`config.mk`:
```
export PLATFORM = sky130hd
export DESIGN_NAME = keypad_scanner_flat
export DESIGN_NICKNAME = d
export VERILOG_FILES = /design/src/rtl/keypad_if.sv /design/src/rtl/keypad_scanner.sv /design/src/flat_wrapper.sv
export SDC_FILE = /design/constraint.sdc
export NUM_CORES = 1
export LEC_CHECK = 0
export CAP_MARGIN = 20
export CORE_MARGIN = 1
export CORE_UTILIZATION = 50
export DETAILED_ROUTE_END_ITERATION = 10
export PLACE_DENSITY = 0.74
export SETUP_SLACK_MARGIN = 0.02
export SLEW_MARGIN = 20
export SYNTH_ARGS = -nofsm -noshare
export SYNTH_HDL_FRONTEND = slang
export SYNTH_SLANG_ARGS = --single-unit
```
`constraint.sdc`:
```
create_clock -name clk_sec -period 2.55 [get_ports clk_sec]
set_clock_uncertainty 0.1 [all_clocks]
set_input_delay 0.3825 -clock clk_sec [delete_from_list [all_inputs] [get_ports clk_sec]]
set_output_delay 0.3825 -clock clk_sec [all_outputs]
set_load 0.02 [all_outputs]
```
`src/rtl/keypad_if.sv`:
```
// Signals between the matrix keypad scanner, the keypad lines and the game logic.
// The master side is the scanner; the slave side is the keypad and its consumer.
interface keypad_if #(
  parameter int ROWS = 4,
  parameter int COLS = 4,
  parameter int KW   = (ROWS * COLS > 1) ? $clog2(ROWS * COLS) : 1
);
  logic            enable;
  logic [COLS-1:0] col_in;
  logic [ROWS-1:0] row_out;
  logic [KW-1:0]   key_code;
  logic            key_valid;
  logic            key_held;
  logic            multi_key;

  modport master (
    input  enable, col_in,
    output row_out, key_code, key_valid, key_held, multi_key
  );
  modport slave (
    output enable, col_in,
    input  row_out, key_code, key_valid, key_held, multi_key
  );
endinterface

```
`src/rtl/keypad_scanner.sv`:
```
// Matrix keypad scanner: idles with all rows driven, wakes on column activity,
// sweeps rows one-hot and debounces whole-sweep results into key events.
module keypad_scanner #(
  parameter int ROWS     = 4,
  parameter int COLS     = 4,
  parameter int SETTLE   = 4,
  parameter int DEBOUNCE = 3,
  parameter int KW       = (ROWS * COLS > 1) ? $clog2(ROWS * COLS) : 1
) (
  input logic      clk_sec,
  input logic      rst,
  keypad_if.master kp
);
  localparam int RW = (ROWS > 1) ? $clog2(ROWS) : 1;
  localparam int DW = $clog2(SETTLE);
  localparam int SW = $clog2(DEBOUNCE + 1);

  typedef enum logic [1:0] {IDLE, SCAN, EVAL} state_t;
  typedef enum logic [1:0] {RES_NONE, RES_SINGLE, RES_MULTI} res_t;

  // Adds the set bits of one row sample to the sweep hit count, clamped at 2.
  function automatic logic [1:0] sat_hits(input logic [1:0] acc, input logic [COLS-1:0] v);
    int n;
    n = int'(acc);
    for (int i = 0; i < COLS; i++) n += int'(v[i]);
    return (n >= 2) ? 2'd2 : 2'(n);
  endfunction

  function automatic int lowest_col(input logic [COLS-1:0] v);
    int idx;
    idx = 0;
    for (int i = COLS - 1; i >= 0; i--) if (v[i]) idx = i;
    return idx;
  endfunction

  logic [COLS-1:0] col_meta_p0, col_s;
  state_t          state, state_nx;
  logic [RW-1:0]   row_idx, row_nx;
  logic [DW-1:0]   dwell, dwell_nx;
  logic [1:0]      hits, hits_nx;
  logic [KW-1:0]   first_code, first_code_nx;
  res_t            cand_cls, cand_cls_nx, res_cls;
  logic [KW-1:0]   cand_code, cand_code_nx, res_code;
  logic [SW-1:0]   stable_cnt, stable_nx;
  logic            match, accept;
  logic [KW-1:0]   key_code, key_code_nx;
  logic            key_valid, key_valid_nx;
  logic            key_held, key_held_nx;
  logic            multi_key, multi_key_nx;
  logic [ROWS-1:0] row_drive;

  // Stage p0 -> col_s: two-flop synchroniser for the asynchronous column lines
  always_ff @(posedge clk_sec) begin
    col_meta_p0 <= kp.col_in;
    col_s       <= col_meta_p0;
  end

  always_ff @(posedge clk_sec or posedge rst) begin
    if (rst) begin
      state      <= IDLE;
      row_idx    <= '0;
      dwell      <= '0;
      hits       <= '0;
      first_code <= '0;
      cand_cls   <= RES_NONE;
      cand_code  <= '0;
      stable_cnt <= '0;
      key_code   <= '0;
      key_valid  <= 1'b0;
      key_held   <= 1'b0;
      multi_key  <= 1'b0;
    end else begin
      state      <= state_nx;
      row_idx    <= row_nx;
      dwell      <= dwell_nx;
      hits       <= hits_nx;
      first_code <= first_code_nx;
      cand_cls   <= cand_cls_nx;
      cand_code  <= cand_code_nx;
      stable_cnt <= stable_nx;
      key_code   <= key_code_nx;
      key_valid  <= key_valid_nx;
      key_held   <= key_held_nx;
      multi_key  <= multi_key_nx;
    end
  end

  always_comb begin
    state_nx      = state;
    row_nx        = row_idx;
    dwell_nx      = dwell;
    hits_nx       = hits;
    first_code_nx = first_code;
    cand_cls_nx   = cand_cls;
    cand_code_nx  = cand_code;
    stable_nx     = stable_cnt;
    key_code_nx   = key_code;
    key_valid_nx  = 1'b0;
    key_held_nx   = key_held;
    multi_key_nx  = multi_key;
    row_drive     = '1;
    res_cls       = (hits == 2'd0) ? RES_NONE : (hits == 2'd1) ? RES_SINGLE : RES_MULTI;
    res_code      = (res_cls == RES_SINGLE) ? first_code : '0;
    match         = (res_cls == cand_cls) && (res_code == cand_code);
    accept        = 1'b0;

    case (state)
      IDLE: begin
        if (kp.enable && |col_s) begin
          state_nx      = SCAN;
          row_nx        = '0;
          dwell_nx      = '0;
          hits_nx       = '0;
          first_code_nx = '0;
        end
      end
      SCAN: begin
        row_drive = ROWS'(1) << row_idx;
        if (dwell == DW'(SETTLE - 1)) begin
          hits_nx = sat_hits(hits, col_s);
          // Only the first hit of the sweep (lowest row, lowest column) names the key
          if (hits == 2'd0 && |col_s)
            first_code_nx = KW'(int'(row_idx) * COLS + lowest_col(col_s));
          dwell_nx = '0;
          if (row_idx == RW'(ROWS - 1)) state_nx = EVAL;
          else                          row_nx   = row_idx + RW'(1);
        end else begin
          dwell_nx = dwell + DW'(1);
        end
      end
      EVAL: begin
        if (match) begin
          stable_nx = (stable_cnt == SW'(DEBOUNCE)) ? stable_cnt : stable_cnt + SW'(1);
        end else begin
          cand_cls_nx  = res_cls;
          cand_code_nx = res_code;
          stable_nx    = SW'(1);
        end
        // Accept on the transition into full stability; a new candidate restarts the count
        accept = (stable_nx == SW'(DEBOUNCE)) && (!match || stable_cnt != SW'(DEBOUNCE));
        if (accept) begin
          case (res_cls)
            RES_SINGLE: begin
              key_code_nx  = res_code;
              key_valid_nx = 1'b1;
              key_held_nx  = 1'b1;
              multi_key_nx = 1'b0;
            end
            RES_MULTI: multi_key_nx = 1'b1;
            default: begin
              key_held_nx  = 1'b0;
              multi_key_nx = 1'b0;
            end
          endcase
        end
        if (cand_cls_nx == RES_NONE && stable_nx == SW'(DEBOUNCE)) begin
          state_nx = IDLE;
        end else begin
          state_nx      = SCAN;
          row_nx        = '0;
          dwell_nx      = '0;
          hits_nx       = '0;
          first_code_nx = '0;
        end
      end
      default: state_nx = IDLE;
    endcase

    // Disabling abandons any debounce in progress; the last key code is kept
    if (!kp.enable) begin
      state_nx     = IDLE;
      cand_cls_nx  = RES_NONE;
      cand_code_nx = '0;
      stable_nx    = '0;
      key_valid_nx = 1'b0;
      key_held_nx  = 1'b0;
      multi_key_nx = 1'b0;
    end
  end

  assign kp.row_out   = row_drive;
  assign kp.key_code  = key_code;
  assign kp.key_valid = key_valid;
  assign kp.key_held  = key_held;
  assign kp.multi_key = multi_key;
endmodule

```
`src/flat_wrapper.sv`:
```
// flat-port wrapper written by rule: the top's interface ports become plain ports
module keypad_scanner_flat 
#(
  parameter int ROWS     = 4,
  parameter int COLS     = 4,
  parameter int SETTLE   = 4,
  parameter int DEBOUNCE = 3,
  parameter int KW       = (ROWS * COLS > 1) ? $clog2(ROWS * COLS) : 1
)
  (clk_sec, rst, kp_enable, kp_col_in, kp_row_out, kp_key_code, kp_key_valid, kp_key_held, kp_multi_key);
  keypad_if #(.ROWS(ROWS), .COLS(COLS), .KW(KW)) kp_i ();
  input logic clk_sec;
  input logic rst;
  input wire logic [$bits(kp_i.enable)-1:0] kp_enable;
  input wire logic [$bits(kp_i.col_in)-1:0] kp_col_in;
  output wire logic [$bits(kp_i.row_out)-1:0] kp_row_out;
  output wire logic [$bits(kp_i.key_code)-1:0] kp_key_code;
  output wire logic [$bits(kp_i.key_valid)-1:0] kp_key_valid;
  output wire logic [$bits(kp_i.key_held)-1:0] kp_key_held;
  output wire logic [$bits(kp_i.multi_key)-1:0] kp_multi_key;
  assign kp_i.enable = kp_enable;
  assign kp_i.col_in = kp_col_in;
  assign kp_row_out = kp_i.row_out;
  assign kp_key_code = kp_i.key_code;
  assign kp_key_valid = kp_i.key_valid;
  assign kp_key_held = kp_i.key_held;
  assign kp_multi_key = kp_i.multi_key;
  keypad_scanner #(.ROWS(ROWS), .COLS(COLS), .SETTLE(SETTLE), .DEBOUNCE(DEBOUNCE), .KW(KW)) u_core (.clk_sec(clk_sec), .rst(rst), .kp(kp_i));
endmodule
```
==> flow_metrics.py <==
metrics = {
    "yosys": {
        "synth_common_cells": "27 x dfrtp_1, 17 x inv_1, 16 x nand2_1",
        "yosysTopAreaCell": "dfrtp_1",
        "syn-num-nets": 189,
        "yosysSeqAreaShare": 0.464,
        "synth_edf_count": 0,
        "synth_most_common_cell": "dfrtp_1",
        "syn_area_per_cell_um2": 10.5,
        "yosysUniqueCellTypes": 40,
        "yosys_warnings": 0,
        "async_flop_share": 0.771,
        "synth_seq_cells": 35,
        "netlist_area_um2": 1800,
        "synth_top_area_frac": 0.375,
        "syn_inst": 171,
        "synthTopCellsByArea": "dfrtp_1 37%, dfxtp_1 8.9%, ha_1 6.2%",
        "synth-main-ff-cell": "dfrtp_1",
    },
    "placement": {
        "placed_area_um2": 2040,
        "pre_cts_slack_ns": -0.0520,
        "hpwl_mm": 2.69,
        "numPortBuffers": 17,
        "dp_cells": 234,
        "gp_congestion": 0.823,
    },
    "power": {
        "powerDensity_nw_per_um2": 587,
        "power_leakage_uw": 0.000956,
        "irDropWorstVdd_uv": 544,
    },
    "sta": {
        "setup_ws_ns": -0.0264,
        "slew_headroom": 0.616,
        "hold_ws_ns": 0.243,
        "setup_violations": 1,
        "worstMarginPinSlew_ns": 0.569,
        "rsz0062_at_grt": "yes",
        "max_freq_ghz": 0.388,
        "fin_crit_ns": 2.58,
        "final-hold-violation-count": 0,
        "fin_crit_sh": 1.01,
        "slew_viol_final": 0,
    },
    "setup_path": {
        "cp.required_ns": 2.73,
        "cpLargestDelayFamily": "adder cells",
        "crit_type": "reg -> reg",
        "path_cells": "ha_1 -> inv_1 -> fa_1 -> inv_1 -> ha_2 -> inv_2 -> fa_2 -> nor2_1 -> nand3_1 -> a21boi_2 -> nand2_1 -> o22ai_2",
        "ff2ff_setup_slack_ns": -0.03,
        "start_kind": "register",
        "crit_fanout": 2,
        "cpPeakStageDelay_ns": 0.41,
        "arrival_ns": 2.76,
        "path_common_cell": "inv_1",
        "crit_path_top_delay_cell": "dfrtp_1",
        "critPathBufInv": 3,
        "crit_path_end_kind": "register",
    },
    "grt": {
        "gr-total-overflow": 0,
        "grt_max_degree": 28,
        "grt_pass1_wl_mm": 5.71,
        "grt_pass1_vias": 1254,
        "track_usage": 0.213,
        "grt_antenna_before_repair": 0,
    },
    "routing": {
        "first_pass_iters": 5,
        "drt_wl_total_mm": 3.58,
        "vias": 1343,
        "wl_per_cell_um": 14.8,
        "drc": 0,
        "vias_per_cell": 5.55,
        "drtAntennaViolNets": 0,
        "drtIter0Drc": 94,
    },
    "clocking": {
        "cts.sinks": 35,
        "numCtsBuffers": 5,
        "clk_latency_ns": 0.35,
        "htreeDepth": 2,
        "clock_path_buffers": 2,
        "path_clk_slew_ns": 0.12,
        "post_cts_buffers": 0,
        "cts_tree": "built",
        "clockRootBuffer": "clkbuf_4",
    },
    "floorplanning": {
        "die_x_um": 62.1,
        "coreArea_um2": 3390,
        "pin_count": 18,
        "initial_core_util": 0.532,
        "rows": 21,
        "die_area_um2": 3850,
        "fp.dieH_um": 62.1,
    },
    "status": {
        "outcome": "finished, violations left",
        "violations": "setup timing",
    },
    "cells_and_area": {
        "final_area_um2": 2140,
        "fillCellCount": 284,
        "drive_gt1_frac": 0.148,
        "diodes": 0,
        "final_util": 0.631,
        "nets": 213,
        "syn_to_final_growth_pct": 18.7,
        "stdcell_count": 242,
    },
    "run": {
        "drv_cap": 0,
    },
    "hold_path": {
        "min_path_type": "reg -> reg",
    },
}
per-layer routing:
metal | vias to the layer above | track usage | wire (um)
met3 | 7 | 0.0497 | 132
met5 | - | 0 | 0
li1 | 644 | - | -
met4 | 0 | 0.0921 | 48
met2 | 32 | 0.363 | 1850
met1 | 660 | 0.257 | 1550
worst paths after layout:
kind | cells after the start | startpoint | end
setup / recovery | 12 | u_core.hits[0]$_DFFE_PP0P_ | u_core.hits[0]$_DFFE_PP0P_
hold / removal | 0 | u_core.col_meta_p0[0]$_DFF_P_ | u_core.col_s[0]$_DFF_P_
setup reg to reg | 12 | u_core.hits[0]$_DFFE_PP0P_ | u_core.hits[0]$_DFFE_PP0P_
hold reg to reg | 0 | u_core.col_meta_p0[0]$_DFF_P_ | u_core.col_s[0]$_DFF_P_
max in group asynchronous | 3 | rst | u_core.cand_code[1]$_DFFE_PP0P_
min in group asynchronous | 3 | rst | u_core.kp.key_code[2]$_DFFE_PP0P_
through the flow:
step	total power, uW	setup TNS (ns)
final	1260	-0.0264
after detailed placement	838	-0.0520
after floorplan	771	0
after global placement	821	0
after global routing	1330	-0.205
after CTS	1250	-0.00854
logic make-up (layout without fill, tap and decap cells):
logic type / after synthesis / in the layout / synth area share
xor+xnor: 3 / 3 / 0.0146
fa+ha+maj: 11 / 11 / 0.0847
buf+inv: 21 / 46 / 0.0486
mux: 12 / 12 / 0.0784
flops: 35 / 35 / 0.464
simple gates: 58 / 58 / 0.171
compound gates: 31 / 31 / 0.139
sequential cells by signal, indices dropped and copies added, names as in the netlist:
name	flops
u_core.cand_cls	2
u_core.dwell	2
u_core.row_idx	2
u_core.first_code	4
u_core.kp.key_held	1
u_core.kp.key_code	4
u_core.state	2
u_core.cand_code	4
u_core.kp.multi_key	1
u_core.hits	2
u_core.stable_cnt	2
u_core.col_meta_p0	4
u_core.col_s	4
u_core.kp.key_valid	1
final cells by class:
class,count,area (um2),share of cell area
Multi-Input combinational cell,115,897,0.419
Sequential cell,35,836,0.391
Timing Repair Buffer,21,200,0.0936
Inverter,17,63.8,0.0298
Tap cell,46,57.6,0.0269
Clock inverter,3,47.5,0.0222
Clock buffer,5,37.5,0.0175
repair_timing:
| action | in CTS | in global routing |
|---|---|---|
| hold buffers | 0 | 0 |
| gates resized for setup | 2 | 4 |
| setup endpoints to repair | 2 | 4 |
| pin swaps | 0 | 2 |
worst reg2reg max path, stage by stage, from the launching register on:
cell and delay (ns):
dfrtp_1 0.41, ha_1 0.30, inv_1 0.07, fa_1 0.41
inv_1 0.07, ha_2 0.18, inv_2 0.04, fa_2 0.34
nor2_1 0.10, nand3_1 0.10, a21boi_2 0.18, nand2_1 0.09
o22ai_2 0.14
power by group:
group / internal (uW) / switching (uW) / total [uW] / leakage (uW)
sequential: 579 / 34.0 / 613 / 0.000440
combinational: 102 / 123 / 224 / 0.000470
clock: 211 / 207 / 418 / 0.0000458
cell usage in the layout, fill, tap and decap left out, drive strengths merged, types with 2 or more instances in the layout:
cell type       n
xor2            2
clkdlybuf4s50  17
nor2           13
o32a            2
dfrtp          27
nand2          16
nor2b           4
o21ai           6
inv            18
a21oi           6
a22o            3
ha              9
a2111o          2
nor3            4
o22ai           4
dfxtp           8
clkbuf          5
mux2            5
mux2i           7
fa              2
a32o            2
nand2b          8
a21boi          2
buf             4
nand3           8
Power figures use the tool's default switching activity.
